==> src/rtl/mem_load_return.sv <==
// Load-return stage: tracks loads through the 1-cycle BRAM read, aligns and extends the result.
// Optional misaligned-load trap enabled by defining MISALIGN_TRAP_EN.
module mem_load_return (
  input  logic        clk,
  input  logic        reset,
  input  logic        stall,
  input  logic [31:0] addr,
  input  logic [1:0]  memOp,
  input  logic [1:0]  memSize,
  input  logic [4:0]  rdIn,
  input  logic [31:0] doutB,
  input  logic [31:0] mmioIn,
  output logic        loadValid,
  output logic [4:0]  loadRd,
  output logic [31:0] loadData,
  output logic        misalignTrap
);

  localparam logic [1:0]  MEM_READ_SEXT  = 2'b01;
  localparam logic [1:0]  MEM_READ_ZEXT  = 2'b10;
  localparam logic [1:0]  BYTE           = 2'b00;
  localparam logic [1:0]  HALFWORD       = 2'b01;
  localparam logic [1:0]  WORD           = 2'b10;
  localparam logic [31:0] READ_REG_INPUT = 32'h0200_0000;

  logic        pending_q, pending_d;
  logic        sext_q, sext_d;
  logic [1:0]  size_q, size_d;
  logic [1:0]  off_q, off_d;
  logic [4:0]  rd_q, rd_d;
  logic        mmio_q, mmio_d;
  logic        held_q, held_d;
  logic [31:0] raw_hold_q, raw_hold_d;
  logic [31:0] mmio_meta_q, mmio_sync_q;
  logic        valid_q, valid_d;
  logic [4:0]  rd_out_q, rd_out_d;
  logic [31:0] data_q, data_d;

  logic [31:0] src_c;
  logic [31:0] shifted_c;
  logic [7:0]  byte_c;
  logic [15:0] half_c;
  logic [31:0] result_c;

  // Source selection, lane alignment and sign/zero extension
  always_comb begin
    src_c     = mmio_q ? mmio_sync_q : (held_q ? raw_hold_q : doutB);
    shifted_c = src_c >> {off_q, 3'b000};
    byte_c    = shifted_c[7:0];
    half_c    = off_q[1] ? src_c[31:16] : src_c[15:0];
    result_c  = src_c;
    case (size_q)
      BYTE:     result_c = sext_q ? {{24{byte_c[7]}}, byte_c} : {24'h0, byte_c};
      HALFWORD: result_c = sext_q ? {{16{half_c[15]}}, half_c} : {16'h0, half_c};
      WORD:     result_c = src_c;
      default:  result_c = src_c;
    endcase
  end

`ifdef MISALIGN_TRAP_EN
  logic trap_q, trap_d;
  logic misalign_c;

  always_comb begin
    misalign_c = ((size_q == HALFWORD) && off_q[0]) ||
                 (size_q[1] && (off_q != 2'b00));
  end
`endif

  // Next-state: everything holds under stall except the BRAM word capture
  always_comb begin
    pending_d  = pending_q;
    sext_d     = sext_q;
    size_d     = size_q;
    off_d      = off_q;
    rd_d       = rd_q;
    mmio_d     = mmio_q;
    held_d     = held_q;
    raw_hold_d = raw_hold_q;
    valid_d    = valid_q;
    rd_out_d   = rd_out_q;
    data_d     = data_q;
`ifdef MISALIGN_TRAP_EN
    trap_d     = trap_q;
`endif
    if (!stall) begin
      pending_d = (memOp == MEM_READ_SEXT) || (memOp == MEM_READ_ZEXT);
      sext_d    = (memOp == MEM_READ_SEXT);
      size_d    = memSize;
      off_d     = addr[1:0];
      rd_d      = rdIn;
      mmio_d    = (addr[31:2] == READ_REG_INPUT[31:2]);
      held_d    = 1'b0;
      valid_d   = 1'b0;
`ifdef MISALIGN_TRAP_EN
      trap_d    = 1'b0;
      if (pending_q && misalign_c) begin
        trap_d = 1'b1;
      end else if (pending_q) begin
`else
      if (pending_q) begin
`endif
        valid_d  = 1'b1;
        rd_out_d = rd_q;
        data_d   = result_c;
      end
    end else if (pending_q && !held_q) begin
      held_d     = 1'b1;
      raw_hold_d = doutB;
    end
  end

  always_ff @(posedge clk or posedge reset) begin
    if (reset) begin
      pending_q   <= 1'b0;
      sext_q      <= 1'b0;
      size_q      <= 2'b00;
      off_q       <= 2'b00;
      rd_q        <= 5'd0;
      mmio_q      <= 1'b0;
      held_q      <= 1'b0;
      raw_hold_q  <= 32'h0;
      mmio_meta_q <= 32'h0;
      mmio_sync_q <= 32'h0;
      valid_q     <= 1'b0;
      rd_out_q    <= 5'd0;
      data_q      <= 32'h0;
`ifdef MISALIGN_TRAP_EN
      trap_q      <= 1'b0;
`endif
    end else begin
      pending_q   <= pending_d;
      sext_q      <= sext_d;
      size_q      <= size_d;
      off_q       <= off_d;
      rd_q        <= rd_d;
      mmio_q      <= mmio_d;
      held_q      <= held_d;
      raw_hold_q  <= raw_hold_d;
      mmio_meta_q <= mmioIn;
      mmio_sync_q <= mmio_meta_q;
      valid_q     <= valid_d;
      rd_out_q    <= rd_out_d;
      data_q      <= data_d;
`ifdef MISALIGN_TRAP_EN
      trap_q      <= trap_d;
`endif
    end
  end

  assign loadValid = valid_q;
  assign loadRd    = rd_out_q;
  assign loadData  = data_q;
`ifdef MISALIGN_TRAP_EN
  assign misalignTrap = trap_q;
`else
  assign misalignTrap = 1'b0;
`endif

endmodule

==> config.mk <==
export PLATFORM = sky130hd
export DESIGN_NAME = mem_load_return
export DESIGN_NICKNAME = d
export VERILOG_FILES = /design/src/rtl/mem_load_return.sv
export SDC_FILE = /design/constraint.sdc
export NUM_CORES = 1
export LEC_CHECK = 0
export BUFFER_PORTS_ARGS = -buffer_cell sky130_fd_sc_hd__buf_2
export CAP_MARGIN = 30
export CORE_UTILIZATION = 55
export CTS_CLUSTER_SIZE = 28
export DETAILED_ROUTE_END_ITERATION = 10
export GPL_TIMING_DRIVEN = 0
export PLACE_DENSITY_LB_ADDON = 0.08
export RECOVER_POWER = 50
export SETUP_SLACK_MARGIN = 0.02
export SYNTH_ARGS = -nofsm -noshare
export SYNTH_HDL_FRONTEND = slang
export SYNTH_SLANG_ARGS = --single-unit
==> constraint.sdc <==
create_clock -name clk -period 8.1 [get_ports clk]
set_clock_uncertainty 0.05 [all_clocks]
set_input_delay 0.81 -clock clk [delete_from_list [all_inputs] [get_ports clk]]
set_output_delay 0.81 -clock clk [all_outputs]
set_load 0.01 [all_outputs]
==> results of run 1 <==
==> per-layer routing <==
metal | share of wire [%] | track usage (%)
met4 | 2.3 | 13.50
met1 | 43 | 38.39
met3 | 5.8 | 6.295
met2 | 49 | 47.05
met5 | 0 | 0
==> where the power goes <==
group	switching [mW]	leakage [nW]	internal, mW
logic	0.240	1.57	0.205
registers	0.0772	1.74	0.866
clock network	0.310	0.296	0.490
total	0.627	3.60	1.56
==> registers in the layout (all words and copies together) (netlist names) <==
signal and flops:
loadData 32, rd_q 5, loadRd 5, held_q 1, pending_q 1, off_q 2, mmio_q 1, mmio_meta_q 32
size_q 2, raw_hold_q 32, sext_q 1, mmio_sync_q 32, loadValid 1
==> kinds of logic after synthesis <==
family / synth area share [%]
and+or+nand+nor: 9.096
adders and majority gates: 0.2053
DFF: 60.37
AOI/OAI and AO/OA: 9.240
buffers and inverters: 2.731
other: 0.06154
muxes: 18.30
==> worst paths after layout <==
kind / from / to / slack [ns] / cells past startpoint
worst max-delay path: reset / mmio_sync_q[5] / 5.26 / 2
worst min-delay path: mmio_meta_q[17] / mmio_sync_q[17] / 0.29 / 0
worst max register to register: mmio_q / loadData[1] / 5.49 / 6
worst min register to register: mmio_meta_q[17] / mmio_sync_q[17] / 0.29 / 0
max in group clk: mmio_q / loadData[1] / 5.49 / 6
min in group asynchronous: reset / mmio_meta_q[20] / 1.22 / 2
==> cell usage in the layout (no fill, tap or decap), types with 5 or more instances in the layout <==
cell type  instances
a21oi_1           30
clkbuf_16         16
o221ai_1           7
nor2_1            32
buf_2            148
inv_1              5
dfrtp_1          147
nor4_1             6
nand2b_1           9
clkbuf_1          19
mux2i_1           36
nand2_1           65
o21ai_0           25
mux4_2             5
buf_1              5
a31oi_1            6
o22ai_1            7
mux2_2            53
==> area by class of cell <==
| type | instances | area share (%) |
|---|---|---|
| clock buffer | 19 | 5.788 |
| timing repair buffer | 145 | 9.805 |
| inverter | 7 | 0.3607 |
| clock inverter | 13 | 2.246 |
| tap | 140 | 2.295 |
| sequential | 147 | 48.20 |
| buffer | 31 | 1.836 |
| multi-input combinational | 319 | 29.46 |
==> cells in the mapped netlist, types with 5 or more instances <==
cell | number | area, um^2
inv_1 | 6 | 22.52
buf_1 | 5 | 18.77
a21oi_1 | 30 | 150.1
mux2_2 | 53 | 596.8
o221ai_1 | 7 | 61.31
a31oi_1 | 6 | 37.54
dfrtp_1 | 147 | 3679
nand2_1 | 65 | 244.0
mux4_2 | 5 | 112.6
clkbuf_1 | 19 | 71.32
o22ai_1 | 7 | 43.79
nor2_1 | 32 | 120.1
nand2b_1 | 9 | 56.30
mux2i_1 | 36 | 360.4
nor4_1 | 6 | 37.54
o21ai_0 | 25 | 125.1
==> impl_metrics.json, run 1 <==
{
  "coreArea_um2": 10790,
  "arrival_ns": 2.87,
  "violations": "max-capacitance violations, max-slew violations",
  "rsz0062_at_grt": "no",
  "dpl.hpwl_mm": 10.91,
  "fin_tns_setup_ns": 0,
  "ys_seq_area_share_pct": 60.37,
  "cp.required_ns": 8.13,
  "die-area_um2": 11500,
  "syn_inst": 504,
  "maxCapViolCount": 1,
  "grt_max_degree": 79,
  "async_flop_share_pct": 100.0,
  "postCtsHoldBufs": 0,
  "dp.cells": 789,
  "worstPathCellList": "buf_2 > clkinvlp_2",
  "hold_viol": 0,
  "startpoint_type": "input pin",
  "synth_nets": 613,
  "io_pins": 147,
  "grt_pass1_vias": 4625,
  "post-route-drc-count": 0,
  "post_cts_resized": 0,
  "insertion_delay_ns": 0.54,
  "vias": 4551,
  "fill_cells": 785,
  "cts_buffers": 17,
  "critPathMaxFanout": 78,
  "hold_slack_ns": 0.2929,
  "grt_pass1_wl_mm": 24.24,
  "setup_ws_ns": 5.255,
  "clk_pin_slew_worst_paths_ns": 0.06,
  "fin_util_pct": 70.70,
  "post_cts_buffers": 0,
  "crit_path_end_kind": "asynchronous set/reset pin",
  "final_antenna_net_count": 0,
  "gp_congestion": 0.8433,
  "cts.sinks": 147,
  "crit_type": "input pin to asynchronous set/reset pin",
  "cts_root_buffer": "clkbuf_8",
  "cts_tree": "done",
  "dieWidth_um": 107.3,
  "cts_max_level": 4,
  "floorplan.initialDensity_pct": 56.46,
  "ys_seq_elements": 147,
  "status": "complete, but fails checks",
  "dieHeight_um": 107.3,
  "drtIter0Drc": 304,
  "worstMarginPinSlew_ns": 3.408,
  "relSlewSlack_pct": -128.4,
  "max_stage_delay_ns": 1.91,
  "final_cells": 821,
  "avgSynthCellArea_um2": 12.09,
  "areaGrowthSynthToFinish_pct": 25.24,
  "row_count": 38,
  "hp-class": "flop to flop",
  "regArea_um2": 3679,
  "n_antenna_cell": 0,
  "totalPowerFinal_mw": 2.188,
  "period_share_pct": 35.12,
  "clk_path_buf_depth": 2,
  "nets": 777,
  "p_leak_nw": 3.600,
  "synth_edf_count": 0,
  "drive_gt1_share_pct": 35.98,
  "synth_cell_types": 41,
  "wire_per_inst_um": 18.96,
  "ir_worst_vdd_uv": 231.2,
  "overflow": 0,
  "grtUsageTotal_pct": 29.32,
  "drt_wl_total_mm": 15.57,
  "placed_area_um2": 7022,
  "cpMaxStageDelayCell": "clkinvlp_2",
  "avgViaCountPerCell": 5.543,
  "path_delay_family": "buffers and inverters",
  "finalSetupViolations": 0,
  "crit_buf_inv": 2,
  "slew_violations": 78,
  "drt_first_pass_iters": 4,
  "ys_warn_count": 0,
  "grt_antenna_before_repair": 0,
  "fmax_mhz": 351.5,
  "synth_area_um2": 6093,
  "stdcell_area_um2": 7631,
  "synth_ff_type": "dfrtp_1",
  "power_density_nw_per_um2": 286.8,
  "dp_slack_ns": 5.156,
  "multi_input_area_um2": 2248,
  "fin_crit_ns": 2.845,
  "io_buffers": 144
}
Note: power is estimated with default switching activity, not from simulation.
==> run 2: changes to the inputs <==
Settings changed: CORE_UTILIZATION 55 to 48.
Clock period 8.1 ns to 2.3 ns, I/O delays scaled along.
==> impl_metrics.json, run 2 (synthesized netlist as in run 1, its figures left out) <==
{
  "cts.sinks": 147,
  "cts_max_level": 4,
  "drive_gt1_share_pct": 35.66,
  "grtUsageTotal_pct": 25.90,
  "grt_pass1_wl_mm": 24.77,
  "totalPowerFinal_mw": 7.685,
  "dpl.hpwl_mm": 11.26,
  "wire_per_inst_um": 17.66,
  "dieWidth_um": 114.7,
  "io_buffers": 144,
  "n_antenna_cell": 0,
  "clk_path_buf_depth": 2,
  "power_density_nw_per_um2": 937.3,
  "row_count": 40,
  "avgViaCountPerCell": 5.319,
  "crit_type": "flop to flop",
  "insertion_delay_ns": 0.42,
  "holdCritStartpoint": "doutB[13]",
  "period_share_pct": 97.49,
  "fill_cells": 963,
  "hp-class": "input pin to flop",
  "crit_path_end_kind": "flop",
  "grt_pass1_vias": 4846,
  "status": "complete, no violations",
  "arrival_ns": 2.49,
  "finalSetupViolations": 0,
  "ir_worst_vdd_uv": 627.3,
  "post-route-drc-count": 0,
  "holdPathEnd": "raw_hold_q[13]",
  "drt_wl_total_mm": 15.89,
  "drtIter0Drc": 303,
  "dieHeight_um": 114.7,
  "rr_startpoint": "held_q",
  "floorplan.initialDensity_pct": 49.90,
  "die-area_um2": 13150,
  "reg2reg_slack_ns": 0.06,
  "cts_root_buffer": "clkbuf_16",
  "hold_viol": 0,
  "areaGrowthSynthToFinish_pct": 34.56,
  "worst_r2r_endpoint": "loadData[24]",
  "relSlewSlack_pct": 36.26,
  "vias": 4787,
  "final_antenna_net_count": 0,
  "fmax_mhz": 446.0,
  "overflow": 0,
  "slew_violations": 0,
  "p_leak_nw": 3.831,
  "io_pins": 147,
  "startpoint_type": "flop",
  "grt_max_degree": 46,
  "nets": 829,
  "drt_first_pass_iters": 5,
  "rsz0062_at_grt": "yes",
  "stdcell_area_um2": 8199,
  "grt_antenna_before_repair": 0,
  "fin_util_pct": 67.14,
  "coreArea_um2": 12210,
  "clk_pin_slew_worst_paths_ns": 0.06,
  "final_common_cell": "dfrtp_1",
  "worstMarginPinSlew_ns": 0.9509,
  "gp_congestion": 0.8858,
  "layout_common_cells": "dfrtp_1, buf_2, nand2_1",
  "whs_path_depth": 2,
  "cts_buffers": 17,
  "maxCapViolCount": 0,
  "cp.required_ns": 2.55,
  "placed_area_um2": 7088,
  "cts_tree": "done",
  "fin_crit_ns": 2.242,
  "critPathMaxFanout": 8,
  "reg2reg_depth": 7
}
[run 2: stage by stage]
stage                     TNS, ns  hold slack [ns]  worst slack [ns]  std cells
after floorplan                 0           0.2114            0.1730        504
after global placement     -95.44           0.2822           -0.6462        816
after detailed placement   -3.693           0.2412           -0.2327        819
after CTS                       0        0.0006201          0.006598        897
after global routing            0         0.003659           0.01824        900
final                           0          0.01272           0.05781        900
[run 2: final cells by class]
| cell class | count | area (um^2) | area share (%) |
|---|---|---|---|
| Multi-Input combinational cell | 319 | 2283 | 27.85 |
| Clock buffer | 24 | 481.7 | 5.875 |
| Timing Repair Buffer | 197 | 1256 | 15.32 |
| Clock inverter | 7 | 100.1 | 1.221 |
| Inverter | 7 | 31.28 | 0.3815 |
| Tap cell | 168 | 210.2 | 2.564 |
| Buffer | 31 | 157.7 | 1.923 |
| Sequential cell | 147 | 3679 | 44.86 |
[run 2: how the worst max path moves through the flow]
| stage | from | end | depth (start not counted) | slack, ns |
|---|---|---|---|---|
| 2_1_floorplan | reset | held_q | 1 | 0.17 |
| 3_3_place_gp | reset | loadRd[1] | 2 | -0.65 |
| 3_5_place_dp | mmio_q | loadData[1] | 6 | -0.23 |
| 4_1_cts | mmio_q | loadData[1] | 6 | 0.007 |
| 5_1_grt | held_q | loadData[22] | 7 | 0.02 |
| 6_report | held_q | loadData[24] | 7 | 0.06 |
[run 2: power by group]
part / internal [mW] / switching (mW)
sequential: 3.05 / 0.260
combinational: 0.820 / 0.861
clock: 1.68 / 1.01
[run 2: metal layers]
layer  global-route usage (%)  part of all wire [%]
met1                    33.26                    42
met2                    42.55                    49
met3                    7.094                   6.5
met4                    8.831                   1.8
met5                        0                     0
[run 2: what timing repair did]
| action | CTS | global route |
|---|---|---|
| pin swaps | 1 | 2 |
| resized for setup | 8 | 16 |
| endpoints found under the setup margin | 53 | 21 |
| setup buffers | 3 | 2 |
| gates cloned | 0 | 1 |
| hold buffers | 44 | 0 |
| endpoints found under the hold margin | 60 | 0 |
[run 2: critical path, stage by stage, from the launching register on]
cell	delay, ns
dfrtp_1	0.38
buf_8	0.15
mux2_4	0.30
mux4_2	0.50
a32o_2	0.33
o21bai_4	0.20
buf_6	0.14
a21oi_1	0.06
